**config.mk**
```make
export PLATFORM = sky130hd
export DESIGN_NAME = multicycle_sequencer
export DESIGN_NICKNAME = d
export VERILOG_FILES = /design/src/rtl/seq_pkg.sv /design/src/rtl/seq_wait_timer.sv /design/src/rtl/multicycle_sequencer.sv
export SDC_FILE = /design/constraint.sdc
export NUM_CORES = 1
export LEC_CHECK = 0
export CAP_MARGIN = 20
export CORE_MARGIN = 2
export CORE_UTILIZATION = 42
export CTS_CLUSTER_DIAMETER = 200
export DETAILED_ROUTE_END_ITERATION = 7
export PLACE_DENSITY = 0.74
export SKIP_LAST_GASP = 1
export SYNTH_ARGS = -nofsm -noshare
export SYNTH_HDL_FRONTEND = slang
export SYNTH_SLANG_ARGS = --single-unit
```
**constraint.sdc**
```tcl
create_clock -name clk -period 1.9 [get_ports clk]
set_input_delay 0.19 -clock clk [delete_from_list [all_inputs] [get_ports clk]]
set_output_delay 0.19 -clock clk [all_outputs]
set_load 0.005 [all_outputs]
```
**src/rtl/seq_pkg.sv**
```systemverilog
// Shared types for the multi-cycle sequencer: state encoding, PC source select, latched class flags.
// Latency: n/a (types only).
// Backpressure: n/a (types only).
package seq_pkg;

    typedef enum logic [2:0] {
        FETCH  = 3'd0,
        DECODE = 3'd1,
        EXEC   = 3'd2,
        MEM    = 3'd3,
        WB     = 3'd4,
        HALT   = 3'd5,
        ERROR  = 3'd6
    } seq_state_t;

    localparam logic [1:0] PC_SRC_SEQ = 2'd0;
    localparam logic [1:0] PC_SRC_BR  = 2'd1;
    localparam logic [1:0] PC_SRC_JMP = 2'd2;

    // Instruction class captured at the end of DECODE; priority jp > br > st > ld > wr.
    typedef struct packed {
        logic jp;
        logic br;
        logic st;
        logic ld;
        logic lk;
        logic wr;
    } class_t;

endpackage

```
**src/rtl/seq_wait_timer.sv**
```systemverilog
// Memory wait-cycle counter shared by FETCH and MEM; expired flags the last tolerated wait cycle.
// Latency: expired is combinational on enable and the registered count.
// Backpressure: none; MEM_TIMEOUT=0 ties expired low (wait forever).
module seq_wait_timer #(
    parameter int MEM_TIMEOUT = 16
) (
    input  logic clk,
    input  logic rst_n,
    input  logic clear,
    input  logic enable,
    output logic expired
);

    generate
        if (MEM_TIMEOUT == 0) begin : g_off
            assign expired = 1'b0;
        end else begin : g_on
            localparam int W = (MEM_TIMEOUT > 1) ? $clog2(MEM_TIMEOUT) : 1;
            localparam logic [W-1:0] LAST = W'(MEM_TIMEOUT - 1);

            logic [W-1:0] cnt;

            always_ff @(posedge clk or negedge rst_n) begin
                if (!rst_n) begin
                    cnt <= '0;
                end else if (clear) begin
                    cnt <= '0;
                end else if (enable && (cnt != LAST)) begin
                    cnt <= cnt + 1'b1;
                end
            end

            // The wait cycle that would bring the count to MEM_TIMEOUT is the one that trips.
            assign expired = enable && (cnt == LAST);
        end
    endgenerate

endmodule

```
**src/rtl/multicycle_sequencer.sv**
```systemverilog
// MIPS multi-cycle sequencer (FETCH/DECODE/EXEC/MEM/WB); SEQ_PERF_CNT_EN adds cycle/instr counters.
// Latency: pc_we 3 (br/j), 4 (R/I, store), 5 (load) cycles after FETCH entry, +1 per memory wait cycle.
// Backpressure: holds in FETCH/MEM until imem_rdy/dmem_rdy; MEM_TIMEOUT waits lock into ERROR.
module multicycle_sequencer
    import seq_pkg::*;
#(
    parameter int MEM_TIMEOUT = 16
`ifdef SEQ_PERF_CNT_EN
    ,
    parameter int CNT_W = 32
`endif
) (
    input  logic       clk,
    input  logic       rst_n,
    input  logic       branch,
    input  logic       jump,
    input  logic       save_pc,
    input  logic       data_mem_wren,
    input  logic       mem_to_reg,
    input  logic       reg_mem_wren,
    input  logic       branch_taken,
    input  logic       imem_rdy,
    input  logic       dmem_rdy,
    input  logic       halt_req,
    output logic       imem_req,
    output logic       ir_load,
    output logic       dmem_req,
    output logic       dmem_we,
    output logic       rf_we,
    output logic       link_we,
    output logic       pc_we,
    output logic [1:0] pc_src,
    output logic       halted,
    output logic       bus_error,
    output logic [2:0] state_o
`ifdef SEQ_PERF_CNT_EN
    ,
    output logic [CNT_W-1:0] cycle_cnt,
    output logic [CNT_W-1:0] instr_cnt
`endif
);

    seq_state_t state, next_state;
    class_t     flags;
    logic       timer_en, timer_expired, retire;
    logic       imem_req_c, ir_load_c, dmem_req_c, dmem_we_c, rf_we_c, link_we_c, pc_we_c;
    logic       halted_c, bus_error_c;
    logic [1:0] pc_src_c;

    seq_wait_timer #(.MEM_TIMEOUT(MEM_TIMEOUT)) u_wait_timer (
        .clk     (clk),
        .rst_n   (rst_n),
        .clear   (next_state != state),
        .enable  (timer_en),
        .expired (timer_expired)
    );

    always_ff @(posedge clk or negedge rst_n) begin
        if (!rst_n) begin
            state <= FETCH;
            flags <= '0;
        end else begin
            state <= next_state;
            if (state == DECODE) begin
                flags.jp <= jump;
                flags.br <= branch;
                flags.st <= data_mem_wren;
                flags.ld <= (mem_to_reg === 1'b1);
                flags.lk <= save_pc;
                flags.wr <= reg_mem_wren;
            end
        end
    end

    always_comb begin
        next_state  = state;
        timer_en    = 1'b0;
        retire      = 1'b0;
        imem_req_c  = 1'b0;
        ir_load_c   = 1'b0;
        dmem_req_c  = 1'b0;
        dmem_we_c   = 1'b0;
        rf_we_c     = 1'b0;
        link_we_c   = 1'b0;
        pc_src_c    = PC_SRC_SEQ;
        halted_c    = 1'b0;
        bus_error_c = 1'b0;
        case (state)
            FETCH: begin
                imem_req_c = 1'b1;
                if (imem_rdy) begin
                    ir_load_c  = 1'b1;
                    next_state = DECODE;
                end else begin
                    timer_en = 1'b1;
                    if (timer_expired) next_state = ERROR;
                end
            end
            DECODE: next_state = EXEC;
            EXEC: begin
                if (flags.jp) begin
                    retire    = 1'b1;
                    pc_src_c  = PC_SRC_JMP;
                    link_we_c = flags.lk;
                end else if (flags.br) begin
                    retire   = 1'b1;
                    pc_src_c = branch_taken ? PC_SRC_BR : PC_SRC_SEQ;
                end else if (flags.st || flags.ld) begin
                    next_state = MEM;
                end else if (flags.wr) begin
                    next_state = WB;
                end else begin
                    retire = 1'b1;
                end
            end
            MEM: begin
                dmem_req_c = 1'b1;
                dmem_we_c  = flags.st;
                if (dmem_rdy) begin
                    if (flags.st) retire = 1'b1;
                    else          next_state = WB;
                end else begin
                    timer_en = 1'b1;
                    if (timer_expired) next_state = ERROR;
                end
            end
            WB: begin
                rf_we_c = 1'b1;
                retire  = 1'b1;
            end
            HALT: begin
                halted_c = 1'b1;
                if (!halt_req) next_state = FETCH;
            end
            ERROR:   bus_error_c = 1'b1;
            default: next_state = FETCH;
        endcase
        pc_we_c = retire;
        // halt_req only matters at the retire boundary.
        if (retire) next_state = halt_req ? HALT : FETCH;
    end

    // Outputs are forced idle while reset is asserted, even though they decode from inputs.
    assign imem_req  = rst_n & imem_req_c;
    assign ir_load   = rst_n & ir_load_c;
    assign dmem_req  = rst_n & dmem_req_c;
    assign dmem_we   = rst_n & dmem_we_c;
    assign rf_we     = rst_n & rf_we_c;
    assign link_we   = rst_n & link_we_c;
    assign pc_we     = rst_n & pc_we_c;
    assign pc_src    = rst_n ? pc_src_c : PC_SRC_SEQ;
    assign halted    = rst_n & halted_c;
    assign bus_error = rst_n & bus_error_c;
    assign state_o   = state;

`ifdef SEQ_PERF_CNT_EN
    always_ff @(posedge clk or negedge rst_n) begin
        if (!rst_n) begin
            cycle_cnt <= '0;
            instr_cnt <= '0;
        end else begin
            if (state != HALT && state != ERROR) cycle_cnt <= cycle_cnt + 1'b1;
            if (pc_we_c) instr_cnt <= instr_cnt + 1'b1;
        end
    end
`endif

endmodule

```
==> summary.txt <==
Logic synthesis
  – Compound-Gate Fraction of Synth Area: 20.7%
  – Post-synthesis adder-cell area fraction: 1.30%
  – Largest cells by area after synthesis: dfrtp_1, mux2_2, nor2_1
  – Share of Yosys cell area claimed by the top area cell type: 33.7%
  – Synth cell types: 45
  – Main combinational cell family by area after synthesis: simple AND/OR/NAND/NOR gates
  – Dominant cell type by area after synthesis: dfrtp_1
  – Synth async-reset ratio: 100%
  – Post-Synthesis Cells: 112
  – Syn nets: 125
  – Yosys reg bits: 13
  – Post-synthesis sequential area ratio: 33.7%
  – Top_reg_cell synth: dfrtp_1
  – Post-synth EDFFs: 0
  – Syn Area/Cell: 8.62 sq um
  – Synth Cell Area: 966 sq um
  – Yosys warns: 0
  – Mux share of post-synthesis cell area: a little under a tenth
  – XOR/XNOR share of the synthesized area: 2.72%
  – Post-Synth Simple-Gate Area: between 20% and 30%

Global routing
  – First-pass GRT wire length: 5.43 mm
  – GR Util All Layers: 27.5%
  – Pin count of the biggest net entering global routing: 13
  – Remaining global-route overflow: 0
  – Vias in the first global route: 1223
  – Initial antenna violation count: 0

Clocking
  – Clock sink count: 13
  – CTS tree: yes
  – Max Root-Sink Buffers: 2
  – Clock Latency Late Sink: 0.27 ns
  – Clock root buffer: clkbuf_4
  – Clock-pin slew on the worst setup and hold paths: 0.09 ns
  – CTS buffer count: 3
  – H-Tree Depth: 1

Route
  – Final ANT Viol Nets: 0
  – DR WL met2: 1.79 mm
  – Number of DRC markers in iteration 0: 35
  – Drt pass-1 iters: 4
  – Met1 WL: 1.40 mm
  – Remaining DRCs: 0
  – Max Used Layer: met4
  – Post-Route WL: 3.43 mm
  – Wire per inst: 16.2 microns
  – Via/cell ratio: 5.68
  – Via count: 1204
  – Met3 routed WL: approximately 140 microns

Timing
  – Final Skew: 0.00979 ns
  – Fmax: 0.503 GHz
  – Fin. max-slew vios: 0
  – Rel. slew slack: about four fifths
  – Tmin final: around 2.0 ns
  – Final WS setup: -0.0866 ns
  – Fin. Hold Viols: 0
  – Unrepaired setup endpoints after global routing: yes
  – Period utilization: 105%
  – Final setup violation count: 4
  – Actual slew at the worst max-slew pin: 0.324 ns

Setup path
  – Slowest cell on the critical path: dfrtp_2
  – Critical path launch point type: flip-flop
  – Critical-path cell list: buf_6, or2_1, a32oi_1, o211ai_1, a32o_2, mux2i_4, and3b_1
  – CP required: 2.06 ns
  – Critical path peak fanout: 4
  – Crit. End Element: flip-flop
  – Worst path max stage delay: 0.44 ns
  – Crit Path Class: flip-flop to flip-flop
  – Worst path arrival time: 2.15 ns

Placed design
  – RD Place Congestion: 0.923
  – PortBufs: 25
  – DP HPWL: between 2 and 2.5 mm

Die
  – Die W: ~52 microns
  – Initial Utilization: 44.1%
  – DIE AREA: 2700 sq um
  – # IOs: 26
  – Vert. Die Dim: 52.0 microns
  – Core region area: 2190 sq um
  – Cell Rows: 17

Run status
  – Status: finished with violations
  – Failing checks: setup timing

Power and ir drop
  – VDD IR max: between 1000 and 1500 uV
  – Static leakage: roughly 0.87 nW
  – Total power: 2.58 mW
  – Power Density: 1490 nW/um^2

Cells and area
  – Layout Nets: 198
  – Register area: 329 sq um
  – Layout cells sized above 1: 43.5%
  – P&R area growth vs syn: 79.7%
  – # diodes: 0
  – Area occupied by multi-input gates: 708 sq um
  – Final Core Density: between 70% and 80%
  – Fillers: 142

Worst hold path
  – HP Class: input port to async pin

Job
  – Max_cap viols: 0
==> registers in the layout, indices dropped and copies added, names as in the netlist <==
signal and cells:
flags 6, state_o 3, u_wait_timer.g_on.cnt 4
==> placed cells by master, fill, tap and decap left out, types with 4 or more instances in the layout <==
master	n
buf_4	43
o21ai_0	4
mux2_2	6
and2_1	4
dlygate4sd2_1	6
buf_6	5
dfrtp_1	10
dlymetal6s2s_1	5
nand2_1	9
nor2_1	9
clkdlybuf4s50_1	13
==> stage by stage <==
| stage | std cells | hold WS [ns] | area (sq um) | setup WS [ns] | setup TNS (ns) |
|---|---|---|---|---|---|
| floorplan | 112 | -0.106 | 966 | 0.0873 | 0 |
| global placement | 193 | 0.484 | 1480 | -0.124 | -0.587 |
| detailed placement | 193 | 0.496 | 1480 | -0.186 | -1.00 |
| CTS | 209 | 0.0573 | 1650 | -0.0571 | -0.213 |
| global route | 212 | 0.0703 | 1740 | -0.188 | -0.560 |
| finish | 212 | 0.0693 | 1740 | -0.0866 | -0.147 |
==> per-layer routing <==
metal / up-vias / global-route usage (%)
met2: 46 / 51.5
li1: 562 / -
met1: 584 / 31.6
met5: - / 0
met4: 0 / 11.4
met3: 12 / 2.01
==> power by group <==
group          internal [mW]  switching, mW  leakage, nW
logic                   1.09          0.822        0.697
clock network         0.0812         0.0904       0.0150
registers              0.385          0.112        0.161
total                   1.55           1.03        0.873
==> worst paths after layout <==
check	from	to	slack (ns)	depth (start not counted)
max	flags[3]	u_wait_timer.g_on.cnt[2]	-0.09	7
min	rst_n	state_o[2]	0.07	2
max reg2reg	flags[3]	u_wait_timer.g_on.cnt[2]	-0.09	7
min reg2reg	flags[1]	flags[1]	0.51	1
max in group asynchronous	rst_n	state_o[1]	1.58	2
min in group clk	flags[1]	flags[1]	0.51	1
==> kinds of logic (layout without fill, tap and decap cells) <==
logic type | Yosys count | in the layout
muxes | 8 | 8
and+or+nand+nor | 52 | 52
buffers and inverters | 7 | 79
AOI/OAI and AO/OA | 28 | 28
adders and majority gates | 1 | 1
xor gates and xnor gates | 3 | 3
DFF | 13 | 13
==> final cells by class <==
class | count | share of cell area, %
Timing Repair Buffer | 73 | 36.3
Multi-Input combinational cell | 92 | 40.8
Clock buffer | 4 | 1.51
Inverter | 2 | 0.433
Sequential cell | 13 | 19.0
Tap cell | 28 | 2.02
==> cells in the mapped netlist, types with 3 or more instances <==
cell type,count
clkbuf_1,3
nor3b_1,5
nor2b_1,3
nand2_1,9
mux2_2,6
o21ai_0,4
nor2_1,11
or2_1,3
nor3_1,4
a21oi_1,4
nand2b_1,4
and2_1,5
dfrtp_1,13
==> worst max-delay path, delay by kind of cell, from the launching register on <==
family | cells | cell delay [ns]
AOI/OAI and AO/OA | 3 | 0.64
DFF | 1 | 0.44
and+or+nand+nor | 2 | 0.42
muxes | 1 | 0.24
buffers and inverters | 1 | 0.13
==> repair_timing <==
item / 4_1_cts / 5_1_grt
pin swaps: 8 / 7
hold buffers: 0 / 0
buffers inserted: 12 / 3
gates resized for setup: 21 / 21
setup endpoints to repair: 13 / 11
Note: power is estimated with default switching activity, not from simulation.
==> variant 1, RTL diff (same flow settings) <==
Put a register stage on the output `bus_error`, with the module's reset. The value now appears one clock later. The other outputs are not delayed to match.
--- a/src/rtl/multicycle_sequencer.sv
+++ b/src/rtl/multicycle_sequencer.sv
@@ -152,3 +152,9 @@
     assign halted    = rst_n & halted_c;
-    assign bus_error = rst_n & bus_error_c;
+    always_ff @(posedge clk or negedge rst_n) begin
+        if (!rst_n) begin
+            bus_error <= '0;
+        end else begin
+            bus_error <= rst_n & bus_error_c;
+        end
+    end
     assign state_o   = state;
Behaviour: same outputs for any inputs over 10 cycles, from zero or initial values and one cycle with rst_n low; that may be too few to reach the edited logic, so the function may still have changed.
==> variant 1 against the unedited design <==
The run still ends with setup timing left; power increased by 1.8%; sequential cell count rose by 1; largest power group unchanged; design area is 2.6% higher; first-iteration DRC count shrank 26%; routed wire length is 2.9% higher; area after synthesis grew 2.5%; synthesized cell count increased by 0.89%; via count fell by 1.4%; worst setup slack lost 0.022 ns.
==> variant 1: results (changes against the unedited design) <==
The run finished, with violations left. The final reports fail on setup timing. By count the netlist is led by dfrtp_1 (14), nor2_1 (11), nand2_1 (9). The worst hold margin came out at 0.231 ns (+0.162 ns).

The met2 routing resource usage after global routing was 42.1% (-9.4 points); the non-clock buffering overhead in the final layout was 33.5% (-2.7 points). Biggest fanout along the worst timing path: 6 (+2). The final worst clock skew is 0.000713 ns (-0.00907 ns), and the first-pass GRT wire length is 5110 um (-6.0%). The tools report the count of buffers added by post-CTS timing repair for setup as 8 (-4).

The fraction of area in multi-input gates is 42.2% (+1.4 points). Data arrival time of the critical path: 2.19 ns (+0.04 ns). The placer congestion estimate is 0.964 (+4.4%), and the xor/xnor share of the synthesized area is 2.65% (-0.065 points). For the met1 usage, the log shows 31.8% (+0.18 points). For the total of endpoints with negative setup slack in the final report, the log shows 8 (+4). The width of the chip is 52.5 um (+1.1%).

The worst setup margin is -0.108 ns (-0.0215 ns). The global-route usage over all layers was 25.2% (-2.2 points); the maximum number of pins on one net before global-route repair was 12 (-1). The minimum setup slack after placement is -0.150 ns (+0.0359 ns). Yosys attributes the largest share of cell area to dfrtp_1 (35%), mux2_2 (6.8%), nor2_1 (4.2%), nor3b_1 (3.8%), nand2_1 (3.4%). The count of plain and timing-repair buffers is 68 (-6.8%), and the number of cells in the design after placement is 195 (+1.0%). The post-synthesis net count came out at 126 (+0.80%).
-- variant 1: cell count changes after synthesis, sizes merged --
cell | unedited run | this run
dfrtp | 13 | 14
-- variant 1: how the worst max path moves through the flow --
| stage | from | endpoint | slack (ns) | depth (start not counted) |
|---|---|---|---|---|
| 3_3_place_gp | dmem_rdy | pc_we | -0.10 | 6 |
| 5_1_grt | state_o[0]$_DFF_PN0_ | pc_we | -0.18 | 5 |
| 2_1_floorplan | u_wait_timer.g_on.cnt[0]$_DFFE_PN0P_ | u_wait_timer.g_on.cnt[2]$_DFFE_PN0P_ | 0.09 | 7 |
| 4_1_cts | state_o[0]$_DFF_PN0_ | ir_load | -0.11 | 5 |
| 6_report | flags[3]$_DFFE_PN0P_ | u_wait_timer.g_on.cnt[2]$_DFFE_PN0P_ | -0.11 | 7 |
| 3_5_place_dp | dmem_rdy | pc_we | -0.15 | 6 |
-- variant 1: power by group --
group	leakage, uW	internal (uW)	switching [uW]
Clock	0.0000210	117	105
Sequential	0.000175	408	121
Combinational	0.000662	1020	855
==> variant 2, RTL diff (same flow settings) <==
Without the edit above. Add a define of `SEQ_PERF_CNT_EN`.
--- a/src/rtl/multicycle_sequencer.sv
+++ b/src/rtl/multicycle_sequencer.sv
@@ -3,2 +3,4 @@
 // Backpressure: holds in FETCH/MEM until imem_rdy/dmem_rdy; MEM_TIMEOUT waits lock into ERROR.
+`define SEQ_PERF_CNT_EN
+
 module multicycle_sequencer
Formal check against the unedited RTL (old outputs only; new: cycle_cnt and instr_cnt): equivalent (Yosys induction, for registers that start in step).
==> variant 2 against the unedited design <==
The flow still finishes with violations (setup timing); power rose by 150%; global-route usage fell by 6.5 points; design area rose to 3.4 times the old value; synthesized cell count increased to 3.3 times the old value; critical path depth stayed put; clock skew grew 0.0031 ns; worst setup slack improved by 0.035 ns; clock power rose to 8.1 times the old value; sequential cell count rose by 64; via count increased to 2.9 times the old value; area after synthesis grew to 4.0 times the old value; first-iteration DRC count rose to 3.2 times the old value; routed wire length rose to 3.0 times the old value; critical path type unchanged; critical endpoint is now instr_cnt[10]$_DFFE_PN0P_; largest power group unchanged; highest routed layer unchanged.
==> variant 2: results (changes against the unedited design) <==
The run gives 606 (+210%) as the number of cells in the design after placement. For the leakage power, the log shows 0.00272 uW (+210%). The run finished, with violations left. The final-layout fill cell count came out at 721 (+410%).

The placer congestion estimate was 0.919 (-0.53%); the via count of the first global-routing pass was 3532 (+190%). The final worst clock skew came out at 0.0129 ns (+0.00313 ns). Biggest fanout along the worst timing path: 5 (+1).

The post-synthesis sequential area ratio is 49.6% (+16 points), and the total cell area at the placement stage is 5180 um^2 (+250%). The tools report the maximum level of the CTS H-tree as 3 (+2). The post-synthesis net count was 389 (+210%); the number of buffers added on ports was 89 (+260%).

Power dissipated by switching net loads: 2290 uW (+120%). The setup TNS came out at -0.275 ns (-0.128 ns). Number of iterations in the first detailed-routing pass: 6 (+2). Detailed placer's ending HPWL: 6770 um (+200%).

The flip-flop and latch power was 2160 uW (+330%); the number of vias per cell was 5.45 (-4.0%). The run gives 44.4% (-30 points) as the combinational cell fraction of total power. The minimum setup slack after placement is -0.150 ns (+0.0356 ns).

The maximum number of pins on one net before global-route repair is 27 (+14), and the average routed wire per standard cell is 16.3 um (+0.73%). The slowest stage of the critical path belongs to the cell or3_4. The logs give 9 (+6) for the CTS buffer count and 638 (+200%) for the number of standard cells in the final layout excluding fillers.

The peak supply drop came out at 0.761 mV (-29%). The count of hold-fix buffers inserted at cts is 2 (+2). The tools report the total of endpoints with negative setup slack in the final report as 9 (+5). The critical register-to-register path endpoint is instr_cnt[10]$_DFFE_PN0P_. The tools report the global-route usage over all layers as 20.9% (-6.5 points).

The worst setup margin was -0.0518 ns (+0.0348 ns); the first-pass GRT wire length was 16800 um (+210%). CTS placed an instance of clkbuf_8 at the clock tree root. The stage delay of the slowest cell on the critical path is 0.40 ns (-0.04 ns). The tools report the data arrival time of the critical path as 2.19 ns (+0.04 ns). The worst hold margin was 0.0364 ns (-0.0328 ns); the share of total power consumed by net switching was 35.7% (-4.0 points). For the worst max-slew margin expressed relative to the limit, the log shows 72.3% (-6.0 points). The proportion of layout cells with a drive suffix above 1 is 28.1% (-15 points), and the violation count after the first detailed-routing iteration is 113 (+220%). By area the synthesized netlist is led by dfrtp_1 (50%), xnor2_1 (8.1%), xor2_1 (6.8%), nand2_1 (3.5%), nand3_1 (2.7%).

The checks that failed: setup timing. Number of gates resized after cts: 50 (+140%).
==> variant 2: worst max path at each step <==
stage,cells after the start,slack [ns],from,to
5_1_grt,6,-0.15,state_o[0]$_DFF_PN0_,pc_we
2_1_floorplan,6,0.007,flags[3]$_DFFE_PN0P_,instr_cnt[20]$_DFFE_PN0P_
4_1_cts,5,-0.20,flags[3]$_DFFE_PN0P_,pc_we
6_report,7,-0.05,flags[3]$_DFFE_PN0P_,instr_cnt[10]$_DFFE_PN0P_
3_3_place_gp,6,-0.13,dmem_rdy,pc_we
3_5_place_dp,7,-0.15,dmem_rdy,instr_cnt[21]$_DFFE_PN0P_
==> variant 2: worst max-delay path, delay by kind of cell (launching register included) <==
family,cells,cell delay [ns]
AOI/OAI and AO/OA,2,0.50
buffers and inverters,2,0.30
xor gates and xnor gates,1,0.15
and+or+nand+nor,2,0.51
DFF,1,0.38
==> variant 2: metal layers <==
metal  up-vias  track usage, %  wire length (um)
met5         -               0                 0
met4         0            8.85               139
met3        10            3.20               406
met2       105            36.3              5490
met1      1745            26.0              4370
li1       1619               -                 -
==> variant 2: final cells by class <==
type / instances / area [um^2] / area share [%]
Timing Repair Buffer: 147 / 1380 / 23.1
Inverter: 10 / 41.3 / 0.690
Clock inverter: 6 / 93.8 / 1.57
Tap cell: 111 / 139 / 2.32
Multi-Input combinational cell: 277 / 2270 / 38.0
Clock buffer: 10 / 128 / 2.13
Sequential cell: 77 / 1930 / 32.2
==> variant 2: cell families (layout without fill, tap and decap cells) <==
family	after synthesis	in the layout	share of synthesized area (%)
and+or+nand+nor	163	163	22.6
DFF	77	77	49.6
xor gates and xnor gates	66	66	14.9
AOI/OAI and AO/OA	35	36	7.02
buffers and inverters	21	173	2.35
muxes	9	9	2.55
adders and majority gates	3	3	0.967
